<file path="src/rtl/lcd_pkg.sv">
// lcd_pkg: shared definitions for the LCD rectangle-fill controller.
//   - panel dimensions (last valid column/row index)
//   - panel command bytes used in the address/write header
//   - FSM state encoding
//   - RGB565 colour constants
//   - hdr_byte(): header byte generator for the 11-byte address sequence
package lcd_pkg;

    localparam logic [8:0] H_MAX = 9'd239;
    localparam logic [8:0] V_MAX = 9'd319;

    localparam logic [7:0] CASET = 8'h2A;
    localparam logic [7:0] RASET = 8'h2B;
    localparam logic [7:0] RAMWR = 8'h2C;

    localparam logic [3:0] HDR_LAST  = 4'd10;
    localparam int         PIX_CNT_W = 18;

    typedef enum logic [1:0] {
        ST_IDLE = 2'd0,
        ST_HDR  = 2'd1,
        ST_PIX  = 2'd2
    } state_t;

    localparam logic [15:0] RGB565_BLACK = 16'h0000;
    localparam logic [15:0] RGB565_WHITE = 16'hFFFF;
    localparam logic [15:0] RGB565_RED   = 16'hF800;
    localparam logic [15:0] RGB565_GREEN = 16'h07E0;
    localparam logic [15:0] RGB565_BLUE  = 16'h001F;

    // Byte idx of the header: CASET x0 x1 RASET y0 y1 RAMWR.
    // Bit 8 is the D/C flag: 0 for commands, 1 for parameters.
    function automatic logic [8:0] hdr_byte(input logic [3:0] idx,
                                            input logic [8:0] x0,
                                            input logic [8:0] x1,
                                            input logic [8:0] y0,
                                            input logic [8:0] y1);
        logic [8:0] b;
        case (idx)
            4'd0:    b = {1'b0, CASET};
            4'd1:    b = {1'b1, 7'b0000000, x0[8]};
            4'd2:    b = {1'b1, x0[7:0]};
            4'd3:    b = {1'b1, 7'b0000000, x1[8]};
            4'd4:    b = {1'b1, x1[7:0]};
            4'd5:    b = {1'b0, RASET};
            4'd6:    b = {1'b1, 7'b0000000, y0[8]};
            4'd7:    b = {1'b1, y0[7:0]};
            4'd8:    b = {1'b1, 7'b0000000, y1[8]};
            4'd9:    b = {1'b1, y1[7:0]};
            4'd10:   b = {1'b0, RAMWR};
            default: b = 9'h000;
        endcase
        return b;
    endfunction

endpackage

</file>
<file path="src/rtl/lcd_draw_ctrl_if.sv">
// lcd_draw_ctrl_if: rectangle-fill request channel.
//   req_valid / req_ready : handshake, accept when both are 1
//   req_x0, req_x1        : column start/end (inclusive)
//   req_y0, req_y1        : row start/end (inclusive)
//   req_color             : RGB565 fill colour
//   req_err               : one-cycle pulse when a request is rejected
// master = requester, slave = lcd_draw_ctrl.
interface lcd_draw_ctrl_if;
    logic        req_valid;
    logic        req_ready;
    logic [8:0]  req_x0;
    logic [8:0]  req_x1;
    logic [8:0]  req_y0;
    logic [8:0]  req_y1;
    logic [15:0] req_color;
    logic        req_err;

    modport master (output req_valid, req_x0, req_x1, req_y0, req_y1, req_color,
                    input  req_ready, req_err);
    modport slave  (input  req_valid, req_x0, req_x1, req_y0, req_y1, req_color,
                    output req_ready, req_err);
endinterface

</file>
<file path="src/rtl/lcd_rect_calc.sv">
// lcd_rect_calc: validates (and optionally clips) a fill request and
// computes its pixel byte count. The check is combinational so the FSM can
// leave IDLE on the accept edge; the latched rectangle, colour, byte count
// and the reject pulse are registered on that same edge.
// Optional feature: LCD_DRAW_CLIP_EN clips x1/y1 to the panel edge.
// Ports:
//   sys_clk_50MHz, sys_rst_n : clock, async active-low reset
//   accept                   : request handshake this cycle
//   x0,x1,y0,y1,color        : raw request fields
//   ok                       : request is valid (combinational)
//   err                      : registered reject pulse
//   rx0,rx1,ry0,ry1,rcolor   : latched (clipped) rectangle and colour
//   pix_total                : latched pixel byte count, 2*w*h
module lcd_rect_calc import lcd_pkg::*; (
    input  logic                 sys_clk_50MHz,
    input  logic                 sys_rst_n,
    input  logic                 accept,
    input  logic [8:0]           x0,
    input  logic [8:0]           x1,
    input  logic [8:0]           y0,
    input  logic [8:0]           y1,
    input  logic [15:0]          color,
    output logic                 ok,
    output logic                 err,
    output logic [8:0]           rx0,
    output logic [8:0]           rx1,
    output logic [8:0]           ry0,
    output logic [8:0]           ry1,
    output logic [15:0]          rcolor,
    output logic [PIX_CNT_W-1:0] pix_total
);

    logic [8:0]           x1_c_s, y1_c_s, w_s, h_s;
    logic [16:0]          area_s;
    logic                 err_d, err_q;
    logic [8:0]           x0_d, x0_q, x1_d, x1_q, y0_d, y0_q, y1_d, y1_q;
    logic [15:0]          color_d, color_q;
    logic [PIX_CNT_W-1:0] total_d, total_q;

    // Validation / clipping and byte-count arithmetic.
    always_comb begin
`ifdef LCD_DRAW_CLIP_EN
        x1_c_s = (x1 > H_MAX) ? H_MAX : x1;
        y1_c_s = (y1 > V_MAX) ? V_MAX : y1;
        ok     = (x0 <= H_MAX) && (y0 <= V_MAX) && (x0 <= x1_c_s) && (y0 <= y1_c_s);
`else
        x1_c_s = x1;
        y1_c_s = y1;
        ok     = (x0 <= x1) && (y0 <= y1) && (x1 <= H_MAX) && (y1 <= V_MAX);
`endif
        // Only meaningful when ok; widths fit since w <= 240, h <= 320.
        w_s    = x1_c_s - x0 + 9'd1;
        h_s    = y1_c_s - y0 + 9'd1;
        area_s = {8'd0, w_s} * {8'd0, h_s};
    end

    // Next values of the latched request fields.
    always_comb begin
        x0_d    = x0_q;
        x1_d    = x1_q;
        y0_d    = y0_q;
        y1_d    = y1_q;
        color_d = color_q;
        total_d = total_q;
        err_d   = 1'b0;
        if (accept) begin
            x0_d    = x0;
            x1_d    = x1_c_s;
            y0_d    = y0;
            y1_d    = y1_c_s;
            color_d = color;
            total_d = {area_s, 1'b0};
            err_d   = ~ok;
        end else begin
            err_d   = 1'b0;
        end
    end

    // Request field registers.
    always_ff @(posedge sys_clk_50MHz or negedge sys_rst_n) begin
        if (!sys_rst_n) begin
            x0_q    <= 9'd0;
            x1_q    <= 9'd0;
            y0_q    <= 9'd0;
            y1_q    <= 9'd0;
            color_q <= 16'd0;
            total_q <= '0;
            err_q   <= 1'b0;
        end else begin
            x0_q    <= x0_d;
            x1_q    <= x1_d;
            y0_q    <= y0_d;
            y1_q    <= y1_d;
            color_q <= color_d;
            total_q <= total_d;
            err_q   <= err_d;
        end
    end

    assign err       = err_q;
    assign rx0       = x0_q;
    assign rx1       = x1_q;
    assign ry0       = y0_q;
    assign ry1       = y1_q;
    assign rcolor    = color_q;
    assign pix_total = total_q;

endmodule

</file>
<file path="src/rtl/lcd_draw_ctrl.sv">
// lcd_draw_ctrl: rectangle-fill controller for an SPI LCD. After panel
// init it sends the CASET/RASET/RAMWR header for the requested rectangle,
// then streams the RGB565 colour (high byte first) for every pixel, one
// byte per wr_done from the SPI byte writer. Before init_done the init
// sequencer drives the byte writer directly.
// Optional feature: LCD_DRAW_CLIP_EN (see lcd_rect_calc).
// Ports:
//   sys_clk_50MHz, sys_rst_n : clock, async active-low reset
//   init_done                : panel init complete (level)
//   init_data, init_en_write : init sequencer byte and enable (pass-through)
//   wr_done                  : byte sent pulse from the SPI byte writer
//   req_if (slave)           : fill request channel
//   lcd_data, lcd_en_write   : byte and enable to the SPI byte writer
//   busy                     : fill in progress
module lcd_draw_ctrl import lcd_pkg::*; (
    input  logic             sys_clk_50MHz,
    input  logic             sys_rst_n,
    input  logic             init_done,
    input  logic [8:0]       init_data,
    input  logic             init_en_write,
    input  logic             wr_done,
    lcd_draw_ctrl_if.slave   req_if,
    output logic [8:0]       lcd_data,
    output logic             lcd_en_write,
    output logic             busy
);

    state_t               state_d, state_q;
    logic [3:0]           hdr_idx_d, hdr_idx_q;
    logic [PIX_CNT_W-1:0] pix_cnt_d, pix_cnt_q, pix_nxt_s;
    logic [8:0]           data_d, data_q;
    logic                 en_d, en_q, busy_d, busy_q, ready_d, ready_q;
    logic                 accept_s, ok_s;
    logic [8:0]           rx0_s, rx1_s, ry0_s, ry1_s;
    logic [15:0]          rcolor_s;
    logic [PIX_CNT_W-1:0] pix_total_s;

    assign req_if.req_ready = ready_q & init_done;
    assign accept_s         = req_if.req_valid & ready_q & init_done;

    lcd_rect_calc u_calc (
        .sys_clk_50MHz (sys_clk_50MHz),
        .sys_rst_n     (sys_rst_n),
        .accept        (accept_s),
        .x0            (req_if.req_x0),
        .x1            (req_if.req_x1),
        .y0            (req_if.req_y0),
        .y1            (req_if.req_y1),
        .color         (req_if.req_color),
        .ok            (ok_s),
        .err           (req_if.req_err),
        .rx0           (rx0_s),
        .rx1           (rx1_s),
        .ry0           (ry0_s),
        .ry1           (ry1_s),
        .rcolor        (rcolor_s),
        .pix_total     (pix_total_s)
    );

    // Next-state and output-register logic.
    always_comb begin
        state_d   = state_q;
        hdr_idx_d = hdr_idx_q;
        pix_cnt_d = pix_cnt_q;
        data_d    = data_q;
        en_d      = en_q;
        busy_d    = busy_q;
        pix_nxt_s = pix_cnt_q + 18'd1;
        case (state_q)
            ST_IDLE: begin
                en_d   = 1'b0;
                busy_d = 1'b0;
                // wr_done is deliberately not looked at here.
                if (accept_s && ok_s) begin
                    state_d   = ST_HDR;
                    hdr_idx_d = 4'd0;
                    pix_cnt_d = '0;
                    data_d    = {1'b0, CASET};
                    en_d      = 1'b1;
                    busy_d    = 1'b1;
                end else begin
                    state_d   = ST_IDLE;
                end
            end
            ST_HDR: begin
                if (!init_done) begin
                    state_d = ST_IDLE;
                    en_d    = 1'b0;
                    busy_d  = 1'b0;
                end else if (wr_done) begin
                    if (hdr_idx_q == HDR_LAST) begin
                        state_d   = ST_PIX;
                        pix_cnt_d = '0;
                        data_d    = {1'b1, rcolor_s[15:8]};
                    end else begin
                        hdr_idx_d = hdr_idx_q + 4'd1;
                        data_d    = hdr_byte(hdr_idx_q + 4'd1, rx0_s, rx1_s, ry0_s, ry1_s);
                    end
                end else begin
                    state_d = ST_HDR;
                end
            end
            ST_PIX: begin
                if (!init_done) begin
                    state_d = ST_IDLE;
                    en_d    = 1'b0;
                    busy_d  = 1'b0;
                end else if (wr_done) begin
                    if (pix_cnt_q == pix_total_s - 18'd1) begin
                        state_d = ST_IDLE;
                        en_d    = 1'b0;
                        busy_d  = 1'b0;
                    end else begin
                        // Even byte index carries the high colour byte.
                        pix_cnt_d = pix_nxt_s;
                        data_d    = pix_nxt_s[0] ? {1'b1, rcolor_s[7:0]}
                                                 : {1'b1, rcolor_s[15:8]};
                    end
                end else begin
                    state_d = ST_PIX;
                end
            end
            default: begin
                state_d = ST_IDLE;
                en_d    = 1'b0;
                busy_d  = 1'b0;
            end
        endcase
        ready_d = (state_d == ST_IDLE);
    end

    // FSM state, counters and output registers.
    always_ff @(posedge sys_clk_50MHz or negedge sys_rst_n) begin
        if (!sys_rst_n) begin
            state_q   <= ST_IDLE;
            hdr_idx_q <= 4'd0;
            pix_cnt_q <= '0;
            data_q    <= 9'h000;
            en_q      <= 1'b0;
            busy_q    <= 1'b0;
            ready_q   <= 1'b0;
        end else begin
            state_q   <= state_d;
            hdr_idx_q <= hdr_idx_d;
            pix_cnt_q <= pix_cnt_d;
            data_q    <= data_d;
            en_q      <= en_d;
            busy_q    <= busy_d;
            ready_q   <= ready_d;
        end
    end

    // Init sequencer owns the byte writer until the panel is ready.
    assign lcd_data     = init_done ? data_q : init_data;
    assign lcd_en_write = init_done ? en_q   : init_en_write;
    assign busy         = busy_q;

endmodule
</file>
<file path="src/flat_wrapper.sv">
// flat-port wrapper written by rule: the top's interface ports become plain ports
module lcd_draw_ctrl_flat import lcd_pkg::*;
  (sys_clk_50MHz, sys_rst_n, init_done, init_data, init_en_write, wr_done, lcd_data, lcd_en_write, busy, req_if_req_valid, req_if_req_x0, req_if_req_x1, req_if_req_y0, req_if_req_y1, req_if_req_color, req_if_req_ready, req_if_req_err);
  lcd_draw_ctrl_if req_if_i ();
  input  logic sys_clk_50MHz;
  input  logic sys_rst_n;
  input  logic init_done;
  input  logic [8:0] init_data;
  input  logic init_en_write;
  input  logic wr_done;
  output logic [8:0] lcd_data;
  output logic lcd_en_write;
  output logic busy;
  input wire logic [$bits(req_if_i.req_valid)-1:0] req_if_req_valid;
  input wire logic [$bits(req_if_i.req_x0)-1:0] req_if_req_x0;
  input wire logic [$bits(req_if_i.req_x1)-1:0] req_if_req_x1;
  input wire logic [$bits(req_if_i.req_y0)-1:0] req_if_req_y0;
  input wire logic [$bits(req_if_i.req_y1)-1:0] req_if_req_y1;
  input wire logic [$bits(req_if_i.req_color)-1:0] req_if_req_color;
  output wire logic [$bits(req_if_i.req_ready)-1:0] req_if_req_ready;
  output wire logic [$bits(req_if_i.req_err)-1:0] req_if_req_err;
  assign req_if_i.req_valid = req_if_req_valid;
  assign req_if_i.req_x0 = req_if_req_x0;
  assign req_if_i.req_x1 = req_if_req_x1;
  assign req_if_i.req_y0 = req_if_req_y0;
  assign req_if_i.req_y1 = req_if_req_y1;
  assign req_if_i.req_color = req_if_req_color;
  assign req_if_req_ready = req_if_i.req_ready;
  assign req_if_req_err = req_if_i.req_err;
  lcd_draw_ctrl u_core (.sys_clk_50MHz(sys_clk_50MHz), .sys_rst_n(sys_rst_n), .init_done(init_done), .init_data(init_data), .init_en_write(init_en_write), .wr_done(wr_done), .req_if(req_if_i), .lcd_data(lcd_data), .lcd_en_write(lcd_en_write), .busy(busy));
endmodule
</file>
<file path="config.mk">
export PLATFORM = sky130hd
export DESIGN_NAME = lcd_draw_ctrl_flat
export DESIGN_NICKNAME = d
export VERILOG_FILES = /design/src/rtl/lcd_pkg.sv /design/src/rtl/lcd_draw_ctrl_if.sv /design/src/rtl/lcd_rect_calc.sv /design/src/rtl/lcd_draw_ctrl.sv /design/src/flat_wrapper.sv
export SDC_FILE = /design/constraint.sdc
export NUM_CORES = 1
export LEC_CHECK = 0
export ABC_AREA = 1
export BUFFER_PORTS_ARGS = -buffer_cell sky130_fd_sc_hd__buf_2
export CAP_MARGIN = 0
export CORE_AREA = 2 2 172 174
export CTS_CLUSTER_DIAMETER = 50
export DETAILED_ROUTE_END_ITERATION = 8
export DIE_AREA = 0 0 174 176
export GPL_ROUTABILITY_DRIVEN = 0
export PLACE_DENSITY_LB_ADDON = 0.08
export SYNTH_ARGS = -nofsm -noshare
export SYNTH_HDL_FRONTEND = slang
export SYNTH_SLANG_ARGS = --single-unit
</file>
<file path="constraint.sdc">
create_clock -name sys_clk_50MHz -period 2.13 [get_ports sys_clk_50MHz]
set_input_delay 0 -clock sys_clk_50MHz [delete_from_list [all_inputs] [get_ports sys_clk_50MHz]]
set_output_delay 0 -clock sys_clk_50MHz [all_outputs]
set_load 0.01 [all_outputs]
</file>
Word level (Yosys, flattened, before mapping)

Cells that the tools add are included.

$add $sub $neg: 7
Muxes and demuxes: 40
Equality and inequality tests: 25
Order comparisons: 4
Reductions and logical operators: 13
Multipliers: 1
Bitwise gates (word level): 4
Shift-type cells: 0
Divide/modulo/power cells: 0

Operator list:

| cell                                                                              | count |
|---|---|
| 18-bit 2-to-1 mux                                                                 | 7 |
| 9-bit case mux with 11 select lines                                               | 1 |
| 9-bit 2-to-1 mux                                                                  | 8 |
| 18-bit case mux with 3 select lines                                               | 1 |
| 9-bit case mux with 3 select lines                                                | 1 |
| 18-bit by 1-bit adder with 18-bit output (second input constant)                  | 1 |
| 9-bit by 1-bit adder with 9-bit output (second input constant)                    | 2 |
| 18-bit equality test                                                              | 1 |
| 9-bit less-or-equal comparator                                                    | 2 |
| 18-bit by 1-bit subtractor with 18-bit output (second input constant)             | 1 |
| 9-bit subtractor                                                                  | 2 |
| 9-bit by 9-bit multiplier with 17-bit output                                      | 1 |
| 4-bit by 3-bit equality test with 1-bit output (second input constant)            | 4 |
| 4-bit equality test (second input constant)                                       | 4 |
| 4-bit 2-to-1 mux                                                                  | 4 |
| 2-bit != test (second input constant)                                             | 7 |
| 2-bit 2-to-1 mux                                                                  | 6 |
| 9-bit by 8-bit less-or-equal comparator with 1-bit output (second input constant) | 1 |
| 9-bit less-or-equal comparator (second input constant)                            | 1 |
| 4-bit by 2-bit equality test with 1-bit output (second input constant)            | 2 |
| 1-bit 2-to-1 mux                                                                  | 8 |
| 8-bit 2-to-1 mux                                                                  | 1 |
| 4-bit case mux with 2 select lines                                                | 1 |
| 8-bit AND reduction                                                               | 1 |
| other kinds (19)                                                                  | 26 |

Latch bits: 0
Memories: 0
Input bits: 67
Bits in read-only memories: 0
RAM bits: 0
Register bits after elaboration: 105
Output and inout port bits: 13
Word-level logic and storage cells: 107

Longest topological paths before layout

Gate-level depths: netlist of run 1.

Depth in word-level cells: 8
Depth in mapped cells: 32
Mapped depth without buffers: 32

Cells and area by module

Synthesis of run 1 repeated with hierarchy kept, for this count alone.

Cells, all modules: 1440
Area, all modules: 10082.2 µm²

Modules (own cells, without submodules):

| module        | cells an instance | area each (µm²) | sequential area each (µm²) | instances |
|---|---|---|---|---|
| lcd_rect_calc | 804               | 6438.7          | 1751.7                     | 1 |
| lcd_draw_ctrl | 636               | 3643.5          | 875.8                      | 1 |

Worst setup path after synthesis of run 1

Ideal clock, no wire load.

Kind: in2reg
Start: input port req_if_req_y1[2]
End: register u_core.u_calc.total_q[17] (netlist: u_core.u_calc.pix_total[17])
Arrival time: 5277 ps
Library setup time: 131 ps
Buffers on the path: 0
Path slack: -3278 ps
Required time: 1999 ps
Stages on the path: 29
Path through: inv_1 ha_1 xnor2_1 ha_1 a21oi_1 o21a_1 or2_2 nand2_1 a21oi_1 xor2_1 inv_1 nand2_1 fa_1 fa_1 inv_1 fa_1 inv_1 fa_1 inv_1 ha_1 nand2_1 nor3_1 nand3_1 nand4_1 a21oi_1 o21bai_1 nand3_1 nand3_1 o21ai_0

Longest elaborated chain between the ends: 3

RTL lines:

| what                                         | RTL line            | source |
|---|---|---|
| start: declaration                           | flat_wrapper.sv:18  | `input wire logic [$bits(req_if_i.req_y1)-1:0] req_if_req_y1;` |
| 9-bit subtractor                             | lcd_rect_calc.sv:53 | `h_s = y1_c_s - y0 + 9'd1;` |
| 9-bit by 1-bit adder with 9-bit output       | lcd_rect_calc.sv:53 |  |
| 9-bit by 9-bit multiplier with 17-bit output | lcd_rect_calc.sv:54 | `area_s = {8'd0, w_s} * {8'd0, h_s};` |
| end signal: assignment                       | lcd_rect_calc.sv:95 | `total_q <= total_d;` |
| end: declaration                             | lcd_rect_calc.sv:38 | `logic [PIX_CNT_W-1:0] total_d, total_q;` |

No other way between the ends.
A chain may end at the register's enable or synchronous reset.

Worst setup path after layout of run 1

Start: input port req_if_req_x0[1]
End: register u_core.u_calc.total_q[17] (netlist: u_core.u_calc.pix_total[17])

Longest elaborated chain between the ends: 3

RTL lines:

| what                                         | RTL line            | source |
|---|---|---|
| start: declaration                           | flat_wrapper.sv:15  | `input wire logic [$bits(req_if_i.req_x0)-1:0] req_if_req_x0;` |
| 9-bit subtractor                             | lcd_rect_calc.sv:52 | `w_s = x1_c_s - x0 + 9'd1;` |
| 9-bit by 1-bit adder with 9-bit output       | lcd_rect_calc.sv:52 |  |
| 9-bit by 9-bit multiplier with 17-bit output | lcd_rect_calc.sv:54 |  |

No other way between the ends.

==> summary.md, run 1 <==
| Metric | Value |
|---|---|
| Switching pwr | `11.9 mW` |
| Final WL | `29,300 um` |
| Failing checks | `negative setup slack` |
| Status | `finished with violations` |
| Worst-path fanout max | `4` |
| Chip width | `174 um` |
| Fin crit period | `4.86 ns` |
| Total GRT Usage | `0.199` |
| Slew headroom | `0.618` |
| ANT cells | `0` |
| PortBufs | `79` |
| CTS Buf Count | `9` |
| Cells after Synth | `1,383` |
| Share of layout cells above drive strength 1 | `0.338` |
| Root buf cell | `clkbuf_16` |
| WHS | `0.0202 ns` |
| Dpl cell area | `12,800 um^2` |
| Tot Pwr | `26.4 mW` |
| Std cell rows | `62` |
| Final setup margin | `-2.73 ns` |
| Antenna viol nets, final | `0` |
| Final setup fails | `42` |
| Total Neg Setup Slack | `-33.14 ns` |
| Die Ht | `176 um` |
| Power Density | `1830 nW/um^2` |
| Commonest cells after routing, fill and taps aside | `nand2_1, buf_4, inv_1` |
| Power share of the clock group | `0.065` |
| Startpoint types | `input port` |
| Max Cap Viol | `0` |
| Final core utilization | `0.505` |
| RSZ-0062 raised after global routing | `true` |
| Insertion delay to the later sink of the worst-skew pair | `0.36 ns` |
| Initial core utilization | `0.349` |
| Synth Cell Area | `9970 um^2` |
| Finished Cell Area | `14,400 um^2` |
| Syn_area_per_cell | `7.21 um^2` |
| Mean number of vias per cell | `4.62` |
| Critical Path Max Stage Delay | `0.51 ns` |
| CP dominant cell by count | `inv_2` |
| DRC Markers | `0` |
| Flop pwr share | `0.100` |
| Initial detailed-routing violation count | `509` |
| Worst IR Drop VDD | `2210 uV` |
| Post-Syn Nets | `1,595` |
| Combinational power share | `0.835` |
| Number of global-route vias before repair | `9,790` |
| Final HPWL DP | `23,100 um` |
| Setup crit end kind | `flip-flop` |
| Clk_skew | `0.0177 ns` |
| Congestion Overflow GR | `0` |
| H-tree depth | `3` |
| Via Count | `9,715` |
| Sequential area share after synthesis | `0.263` |
| CTS clock-pin slew for the worst setup and hold paths | `0.08 ns` |
| FMAX | `206 MHz` |
| Worst Setup Path Type | `input port to flip-flop` |
| Worst Path Arrival | `5.08 ns` |
| CTS Buffer Depth | `2` |
| Worst path required time | `2.35 ns` |
| Die ar. | `30,600 um^2` |
| DR pass1 iterations | `5` |
| Worst path slowest cell | `fa_1` |
| Core ar. | `28,500 um^2` |
| Pleak | `7.37 nW` |
| Part of the cycle the worst path needs | `2.28` |
| Int Pwr | `14.5 mW` |
| Area Growth Syn to Fin | `44.7%` |
| Number of distinct library cells after synthesis | `48` |
| First-pass GRT wire length | `49,300 um` |
| Slew Limit Fails | `0` |
| Synth warn | `0` |
| #FFs+latches synth | `105` |
| Worst slew pin tran | `0.566 ns` |
| Async set-reset flop share out of synthesis | `1.00` |
| Ports | `80` |
| Main synth FF type | `dfrtp_1` |
| Number of flops mapped to enable cells by yosys | `0` |
| Wire per inst | `13.9 um` |
| CTS tree | `done` |
| Clk sinks | `105` |
| Switching Fraction | `0.451` |
| Final Hold Viols | `0` |
| Worst Hold Class | `input port to flip-flop` |
| Nets | `1,926` |
| Commonest non-fill, non-tap cell in the layout | `nand2_1` |
| Largest net degree at the start of global routing | `91` |
| Initial antenna violation count | `0` |
path summary, 6_finish.rpt:
kind | from | to | slack [ns] | depth (start not counted)
worst max-delay path | req_if_req_x0[1] | u_core.u_calc.pix_total[17] | -2.73 | 30
worst min-delay path | req_if_req_y0[0] | u_core.u_calc.ry0[0] | 0.02 | 4
worst max register to register | u_core.u_calc.pix_total[1] | u_core.pix_cnt_q[4] | -0.12 | 21
worst min register to register | u_core.u_calc.rcolor[0] | u_core.u_calc.rcolor[0] | 0.48 | 2
max in group asynchronous | sys_rst_n | u_core.u_calc.pix_total[5] | 1.35 | 3
min in group asynchronous | sys_rst_n | u_core.u_calc.rcolor[5] | 0.16 | 2
routing by layer:
layer  share of wire  up-vias  GRT usage
met5               0        -          0
met4           0.012        0     0.0392
met3           0.028       22     0.0200
met2            0.46      136      0.337
met1            0.50     4553      0.278
li1                -     5004          -
synthesized netlist by cell type, types with 2 or more instances:
master | count | area [um^2]
xor2_1 | 34 | 298
nor3b_1 | 2 | 15.0
dfrtp_1 | 105 | 2630
o22ai_1 | 3 | 18.8
a21oi_1 | 46 | 230
clkbuf_1 | 24 | 90.1
nor2_2 | 7 | 43.8
a211oi_1 | 2 | 15.0
mux2_2 | 10 | 113
or2_2 | 5 | 31.3
nand4_1 | 21 | 131
ha_1 | 94 | 1180
nand2_1 | 432 | 1620
xnor2_1 | 10 | 87.6
nor4_1 | 2 | 12.5
o21a_1 | 2 | 15.0
o21ai_1 | 4 | 20.0
buf_6 | 2 | 22.5
nor2_4 | 2 | 22.5
clkbuf_2 | 2 | 10.0
nand2_2 | 2 | 12.5
nand3_2 | 3 | 30.0
nand3_1 | 66 | 330
fa_1 | 51 | 1020
and3_1 | 2 | 12.5
nand3b_1 | 6 | 45.0
a21boi_0 | 2 | 15.0
o21ai_0 | 80 | 400
inv_1 | 212 | 796
buf_2 | 4 | 20.0
nor3_1 | 10 | 50.1
nor2_1 | 115 | 432
a21o_1 | 2 | 15.0
o2111ai_1 | 2 | 17.5
o21bai_1 | 4 | 30.0
cell type report:
class	instances	area, um^2
tap	384	480
clock inverter	6	66.3
sequential	105	2630
clock buffer	10	239
fill	2905	14100
multi-input combinational	1036	7410
timing repair buffer	350	2780
inverter	212	828
stage by stage:
stage | instances | worst slack [ns]
detailed placement | 2028 | -3.31
global route | 2103 | -3.05
global placement | 2028 | -3.21
CTS | 2096 | -2.75
floorplan | 1383 | -2.82
finish | 2103 | -2.73
power groups by stage:
| stage | logic [mW] | clock network (mW) | registers, mW |
|---|---|---|---|
| finish | 22.1 | 1.71 | 2.64 |
| global route | 24.8 | 1.85 | 2.69 |
| CTS | 20.5 | 1.77 | 2.64 |
| detailed placement | 17.7 | 0 | 2.65 |
| global placement | 17.7 | 0 | 2.64 |
| floorplan | 11.3 | 0 | 2.57 |
critical path: cells and delay by family:
family,cells,cell delay [ns]
AOI/OAI and AO/OA,7,0.83
xor gates and xnor gates,1,0.17
and+or+nand+nor,7,0.59
buffers and inverters,7,0.42
adders and majority gates,8,3.05
sequential cells by signal (all words and copies together), names as in the netlist:
register,flops
u_core.u_calc.rx1,9
u_core.en_q,1
u_core.u_calc.rx0,9
u_core.u_calc.err,1
u_core.u_calc.rcolor,16
u_core.ready_q,1
u_core.hdr_idx_q,4
u_core.u_calc.pix_total,17
u_core.state_q,2
u_core.data_q,9
u_core.u_calc.ry1,9
u_core.pix_cnt_q,18
u_core.u_calc.ry0,9
logic make-up after synthesis:
kind of cell | share of synthesized area
adder cells (fa/ha/maj) | 0.220
buffers and inverters | 0.0948
flip-flops | 0.263
AND/OR/NAND/NOR | 0.287
multiplexers | 0.0123
XOR/XNOR | 0.0403
AO/OA/AOI/OAI | 0.0819
timing repair:
action,CTS,global route
gates resized for setup,143,88
buffers inserted,23,11
endpoints found under the hold margin,61,0
setup endpoints to repair,50,50
gates cloned,7,0
pin swaps,78,75
hold buffers,25,0
Note: power is estimated with default switching activity, not from simulation.
==> run 2, diff against run 1 <==
- CORE_AREA: 2 2 172 174 -> 2 2 145 147
- DIE_AREA: 0 0 174 176 -> 0 0 147 149
==> summary.md, run 2 (synthesis gave the netlist of run 1 again) <==
| Metric | Value |
|---|---|
| PortBufs | `79 (unchanged)` |
| Worst Hold Class | `input port to flip-flop (unchanged)` |
| Root buf cell | `clkbuf_16 (unchanged)` |
| Switching pwr | `12.4 mW (was 11.9 mW)` |
| Hold Path Origin | `req_if_req_y0[0] (unchanged)` |
| Flop pwr share | `0.097 (was 0.100)` |
| Final non-filler cell total | `1,980 (was 2,103)` |
| Final WL | `29,400 um (was 29,300 um)` |
| Total GRT Usage | `0.274 (was 0.199)` |
| Congestion Overflow GR | `0 (unchanged)` |
| Power Density | `1920 nW/um^2 (was 1830 nW/um^2)` |
| CTS clock-pin slew for the worst setup and hold paths | `0.08 ns (about the same)` |
| Setup crit end kind | `flip-flop (unchanged)` |
| DR pass1 iterations | `5 (unchanged)` |
| Chip width | `147 um (was 174 um)` |
| Max Cap Viol | `0 (unchanged)` |
| FMAX | `203 MHz (was 206 MHz)` |
| Critical R2R Capture | `u_core.pix_cnt_q[1] (was u_core.pix_cnt_q[4])` |
| Switching Fraction | `0.455 (was 0.451)` |
| Pleak | `7.28 nW (was 7.37 nW)` |
| Worst Setup Path Type | `input port to flip-flop (unchanged)` |
| Worst path slowest cell | `fa_1 (unchanged)` |
| Initial core utilization | `0.485 (was 0.349)` |
| Final setup margin | `-2.80 ns (was -2.73 ns)` |
| Number of global-route vias before repair | `9,923 (was 9,790)` |
| Worst Path Arrival | `5.16 ns (was 5.08 ns)` |
| Max reg flops | `18 (unchanged)` |
| Critical Path Max Stage Delay | `0.54 ns (was 0.51 ns)` |
| Hold path depth | `4 (unchanged)` |
| Antenna viol nets, final | `0 (unchanged)` |
| Commonest non-fill, non-tap cell in the layout | `nand2_1 (unchanged)` |
| Final Hold Viols | `0 (unchanged)` |
| Die ar. | `21,900 um^2 (was 30,600 um^2)` |
| Hold Crit Endpoint | `u_core.u_calc.ry0[0] (unchanged)` |
| Area Growth Syn to Fin | `42.5% (was 44.7%)` |
| Combinational power share | `0.838 (was 0.835)` |
| Final HPWL DP | `21,600 um (was 23,100 um)` |
| Die Ht | `149 um (was 176 um)` |
| Ports | `80 (unchanged)` |
| Share of layout cells above drive strength 1 | `0.323 (was 0.338)` |
| Worst-path fanout max | `4 (unchanged)` |
| ANT cells | `0 (unchanged)` |
| Fin crit period | `4.93 ns (was 4.86 ns)` |
| Largest net degree at the start of global routing | `91 (unchanged)` |
| Status | `finished with violations (unchanged)` |
| CTS Buffer Depth | `2 (unchanged)` |
| CP dominant cell by count | `ha_4 (was inv_2)` |
| Initial detailed-routing violation count | `500 (was 509)` |
| CTS tree | `done (unchanged)` |
| Core ar. | `20,600 um^2 (was 28,500 um^2)` |
| Std cell rows | `53 (was 62)` |
| Slew headroom | `0.642 (was 0.618)` |
| Place WS | `-3.29 ns (was -3.31 ns)` |
| Clk_skew | `0.0117 ns (was 0.0177 ns)` |
| Startpoint types | `input port (unchanged)` |
| H-tree depth | `3 (unchanged)` |
| DRC Markers | `0 (unchanged)` |
| Via Count | `9,946 (was 9,715)` |
| Biggest register | `u_core.pix_cnt_q (unchanged)` |
| Worst R2R Setup Slack | `-0.22 ns (was -0.12 ns)` |
| Worst slew pin tran | `0.537 ns (was 0.566 ns)` |
| CTS Buf Count | `9 (unchanged)` |
| Worst IR Drop VDD | `2920 uV (was 2210 uV)` |
| RSZ-0062 raised after global routing | `true (unchanged)` |
| Worst path required time | `2.36 ns (was 2.35 ns)` |
| Wire per inst | `14.8 um (was 13.9 um)` |
| Commonest cells after routing, fill and taps aside | `nand2_1, buf_4, inv_1 (unchanged)` |
| Part of the cycle the worst path needs | `2.31 (was 2.28)` |
| First-pass GRT wire length | `48,600 um (was 49,300 um)` |
| Int Pwr | `14.9 mW (was 14.5 mW)` |
| Reg2reg start | `u_core.u_calc.pix_total[1] (unchanged)` |
| Slew Limit Fails | `0 (unchanged)` |
| Nets | `1,912 (was 1,926)` |
| Power share of the clock group | `0.065 (about the same)` |
| Cell depth of the worst flop-to-flop path | `17 (was 21)` |
| Insertion delay to the later sink of the worst-skew pair | `0.36 ns (about the same)` |
| Clk sinks | `105 (unchanged)` |
| Initial antenna violation count | `0 (unchanged)` |
| Failing checks | `negative setup slack (unchanged)` |
| Post-Place Cells | `1,897 (was 2,028)` |
| Mean number of vias per cell | `5.02 (was 4.62)` |
| Final setup fails | `45 (was 42)` |
run 2: metal layers:
layer	wire length, um	track usage
met3	1320	0.0349
met2	14300	0.467
met5	0	0
met4	545	0.0798
met1	13200	0.369
run 2: worst max-delay path by stage:
stage                      from                           to  slack [ns]  cells past startpoint
3_5_place_dp   req_if_req_y1[1]  u_core.u_calc.pix_total[17]       -3.29                     31
2_1_floorplan  req_if_req_y1[1]  u_core.u_calc.pix_total[17]       -2.82                     30
4_1_cts        req_if_req_y1[1]  u_core.u_calc.pix_total[17]       -2.79                     31
3_3_place_gp   req_if_req_y1[1]  u_core.u_calc.pix_total[17]       -3.17                     31
6_report       req_if_req_x1[1]  u_core.u_calc.pix_total[17]       -2.80                     34
5_1_grt        req_if_req_y0[3]  u_core.u_calc.pix_total[17]       -3.05                     28
run 2: what timing repair did:
action,CTS,global route
hold buffers,27,0
hold endpoints to repair,131,0
pin swaps,79,84
gates cloned,9,0
gates resized for setup,105,114
setup endpoints to repair,50,50
setup buffers,22,18
run 2: layout make-up:
class	count	area (um^2)
inverters	212	836
clock buffers	10	229
multi-input cells	1036	7470
well taps	275	344
repair buffers	336	2620
flip-flops and latches	105	2630
clock inverters	6	83.8
fillers	1761	6350
run 2: worst max-delay path: cells and delay by family:
kind / cells / cell delay (ns)
AO/OA/AOI/OAI: 5 / 0.54
XOR/XNOR: 1 / 0.20
adder cells (fa/ha/maj): 8 / 2.65
buffers and inverters: 11 / 0.87
AND/OR/NAND/NOR: 9 / 0.88
run 2: power groups by stage:
stage          Combinational, mW  Clock (mW)  Sequential, mW
4_1_cts                     20.2        1.81            2.61
3_5_place_dp                18.0           0            2.64
6_report                    22.9        1.79            2.63
2_1_floorplan               11.3           0            2.57
5_1_grt                     25.3        1.89            2.67
3_3_place_gp                17.6           0            2.63
run 2: metrics by stage:
step                power, mW  instance area [um^2]  TNS, ns   util  hold WS (ns)
floorplan                13.8                 10400   -30.71      -        -0.296
global placement         20.2                 12400   -42.27  0.605       -0.0672
detailed placement       20.7                 12400   -44.02  0.605       -0.0652
CTS                      24.6                 13700   -36.19  0.669       0.00475
global route             29.8                 14200   -42.59  0.691       0.00816
finish                   27.3                 14200   -36.26  0.691        0.0121
==> run 3, diff against run 2 <==
- CORE_AREA: 2 2 145 147 -> 2 2 103 205
- DIE_AREA: 0 0 147 149 -> 0 0 105 207
- HOLD_SLACK_MARGIN: unset -> 0.02
- SLEW_MARGIN: unset -> 20
==> summary.md, run 3 (synthesis gave the netlist of run 1 again) <==
| Metric | Value |
|---|---|
| Initial detailed-routing violation count | `462 (was 500)` |
| Antenna viol nets, final | `0 (unchanged)` |
| Part of the cycle the worst path needs | `2.26 (was 2.31)` |
| First-pass GRT wire length | `50,200 um (was 48,600 um)` |
| Slew headroom | `0.615 (was 0.642)` |
| Die ar. | `21,700 um^2 (was 21,900 um^2)` |
| Final Hold Viols | `0 (unchanged)` |
| Biggest register | `u_core.pix_cnt_q (unchanged)` |
| Ports | `80 (unchanged)` |
| Initial antenna violation count | `0 (unchanged)` |
| Failing checks | `negative setup slack (unchanged)` |
| GR Util met3 | `0.0277 (was 0.0349)` |
| Slew Limit Fails | `0 (unchanged)` |
| Sequential cell area | `2630 um^2 (unchanged)` |
| Power Density | `1870 nW/um^2 (was 1920 nW/um^2)` |
| Place WS | `-3.31 ns (was -3.29 ns)` |
| Setup crit end kind | `flip-flop (unchanged)` |
| Tot Pwr | `27.2 mW (was 27.3 mW)` |
| Commonest cells after routing, fill and taps aside | `nand2_1, buf_4, inv_1 (unchanged)` |
| Mean number of vias per cell | `5.17 (was 5.02)` |
| Final WL | `31,000 um (was 29,400 um)` |
| Total Neg Setup Slack | `-35.16 ns (was -36.26 ns)` |
| Clk_skew | `0.0148 ns (was 0.0117 ns)` |
| Final core utilization | `0.721 (was 0.691)` |
| Pleak | `7.40 nW (was 7.28 nW)` |
| Total GRT Usage | `0.284 (was 0.274)` |
| Hold path depth | `4 (unchanged)` |
| Multi-input gate area in the final layout | `7610 um^2 (was 7470 um^2)` |
| Critical Path Max Stage Delay | `0.52 ns (was 0.54 ns)` |
| Chip width | `105 um (was 147 um)` |
| CTS Buffer Depth | `2 (unchanged)` |
| Number of global-route vias before repair | `10,600 (was 9,923)` |
| Die Ht | `207 um (was 149 um)` |
| Clk sinks | `105 (unchanged)` |
| DRC Markers | `0 (unchanged)` |
| Core ar. | `20,200 um^2 (was 20,600 um^2)` |
| Final HPWL DP | `22,400 um (was 21,600 um)` |
| Max Cap Viol | `0 (unchanged)` |
| Worst Setup Path Type | `input port to flip-flop (unchanged)` |
| Worst-path fanout max | `5 (was 4)` |
| Reg2reg start | `u_core.u_calc.pix_total[1] (unchanged)` |
| GR Layer Usage met2 | `0.516 (was 0.467)` |
| Worst slew pin tran | `0.577 ns (was 0.537 ns)` |
| Status | `finished with violations (unchanged)` |
| WHS | `0.0276 ns (was 0.0121 ns)` |
| FMAX | `208 MHz (was 203 MHz)` |
| Area Growth Syn to Fin | `45.9% (was 42.5%)` |
| Via Count | `10,300 (was 9,946)` |
| Std cell rows | `74 (was 53)` |
| Fin crit period | `4.81 ns (was 4.93 ns)` |
| Largest net degree at the start of global routing | `91 (unchanged)` |
| Max reg flops | `18 (unchanged)` |
| Root buf cell | `clkbuf_16 (unchanged)` |
| Wire per inst | `15.5 um (was 14.8 um)` |
| Hold Path Origin | `req_if_req_y1[5] (was req_if_req_y0[0])` |
| ANT cells | `0 (unchanged)` |
| M1 GR Usage | `0.335 (was 0.369)` |
| H-tree depth | `3 (unchanged)` |
| DR pass1 iterations | `5 (unchanged)` |
| Worst Path Arrival | `5.05 ns (was 5.16 ns)` |
| Final setup fails | `45 (unchanged)` |
| CTS tree | `done (unchanged)` |
| RSZ-0062 raised after global routing | `true (unchanged)` |
| Worst path slowest cell | `fa_2 (was fa_1)` |
| CTS Buf Count | `9 (unchanged)` |
| CTS clock-pin slew for the worst setup and hold paths | `0.08 ns (about the same)` |
| Crit path launch | `req_if_req_y1[2] (was req_if_req_x1[1])` |
| Commonest non-fill, non-tap cell in the layout | `nand2_1 (unchanged)` |
| Startpoint types | `input port (unchanged)` |
| Initial core utilization | `0.494 (was 0.485)` |
| Nets | `1,940 (was 1,912)` |
| Congestion Overflow GR | `0 (unchanged)` |
| Top Usage Layer GRT | `met2 (unchanged)` |
| Worst path required time | `2.37 ns (was 2.36 ns)` |
| Insertion delay to the later sink of the worst-skew pair | `0.38 ns (was 0.36 ns)` |
| Worst IR Drop VDD | `4630 uV (was 2920 uV)` |
| Worst Hold Class | `input port to flip-flop (unchanged)` |
| Layout fillers | `1,624 (was 1,761)` |
| Final setup margin | `-2.68 ns (was -2.80 ns)` |
| Share of layout cells above drive strength 1 | `0.347 (was 0.323)` |
| PortBufs | `79 (unchanged)` |
| Cell depth of the worst flop-to-flop path | `17 (unchanged)` |
[run 3: cell count changes in the layout (fill, tap and decap cells not counted), sizes merged]
cell	delta
clkinv	+1
clkinvlp	+2
clkbuf	-1
dlygate4sd3	+8
nand4	+1
buf	+19
inv	-2
[run 3: worst paths after layout]
path / to / slack [ns]
min in group asynchronous: u_core.u_calc.rx0[8] / 0.13
max reg2reg: u_core.pix_cnt_q[15] / -0.21
max in group asynchronous: u_core.u_calc.rx1[5] / 1.37
min: u_core.u_calc.ry1[5] / 0.03
max: u_core.u_calc.pix_total[17] / -2.68
min reg2reg: u_core.u_calc.rx0[7] / 0.49
[run 3: repair_timing]
item	in CTS	in global routing
setup endpoints to repair	50	50
hold endpoints to repair	116	0
hold buffers	35	0
buffers inserted	31	17
pin swaps	95	78
cloned	6	1
resized for setup	131	120
[run 3: worst max-delay path, delay by kind of cell]
family / cells / cell delay [ns]
adders and majority gates: 7 / 2.64
xor gates and xnor gates: 2 / 0.36
AOI/OAI and AO/OA: 6 / 0.59
and+or+nand+nor: 9 / 0.94
buffers and inverters: 6 / 0.49
[run 3: metrics by stage]
step	cell area, um^2	instances
final	14600	1999
after global routing	14600	1999
after CTS	14000	1985
after detailed placement	12500	1899
after global placement	12500	1899
after floorplan	10400	1383
[run 3: where the power goes]
| part | leakage (nW) | total, mW | internal, mW | switching (mW) |
|---|---|---|---|---|
| sequential | 1.34 | 2.64 | 2.33 | 0.305 |
| clock | 0.154 | 1.81 | 0.947 | 0.867 |
| combinational | 5.91 | 22.8 | 11.5 | 11.3 |
[run 3: per-layer routing]
metal  up-vias  wire length [um]  share of wire
met5         -                 0              0
met4         0              1170          0.038
met3        71              1220          0.039
met2       268             16500           0.53
met1      4957             12200           0.39
li1       5031                 -              -
[run 3: final cells by class]
cell class,count,area share
Sequential cell,105,0.181
Inverter,212,0.0575
Multi-Input combinational cell,1037,0.523
Clock buffer,9,0.0155
Tap cell,266,0.0229
Timing Repair Buffer,363,0.194
Clock inverter,7,0.00679
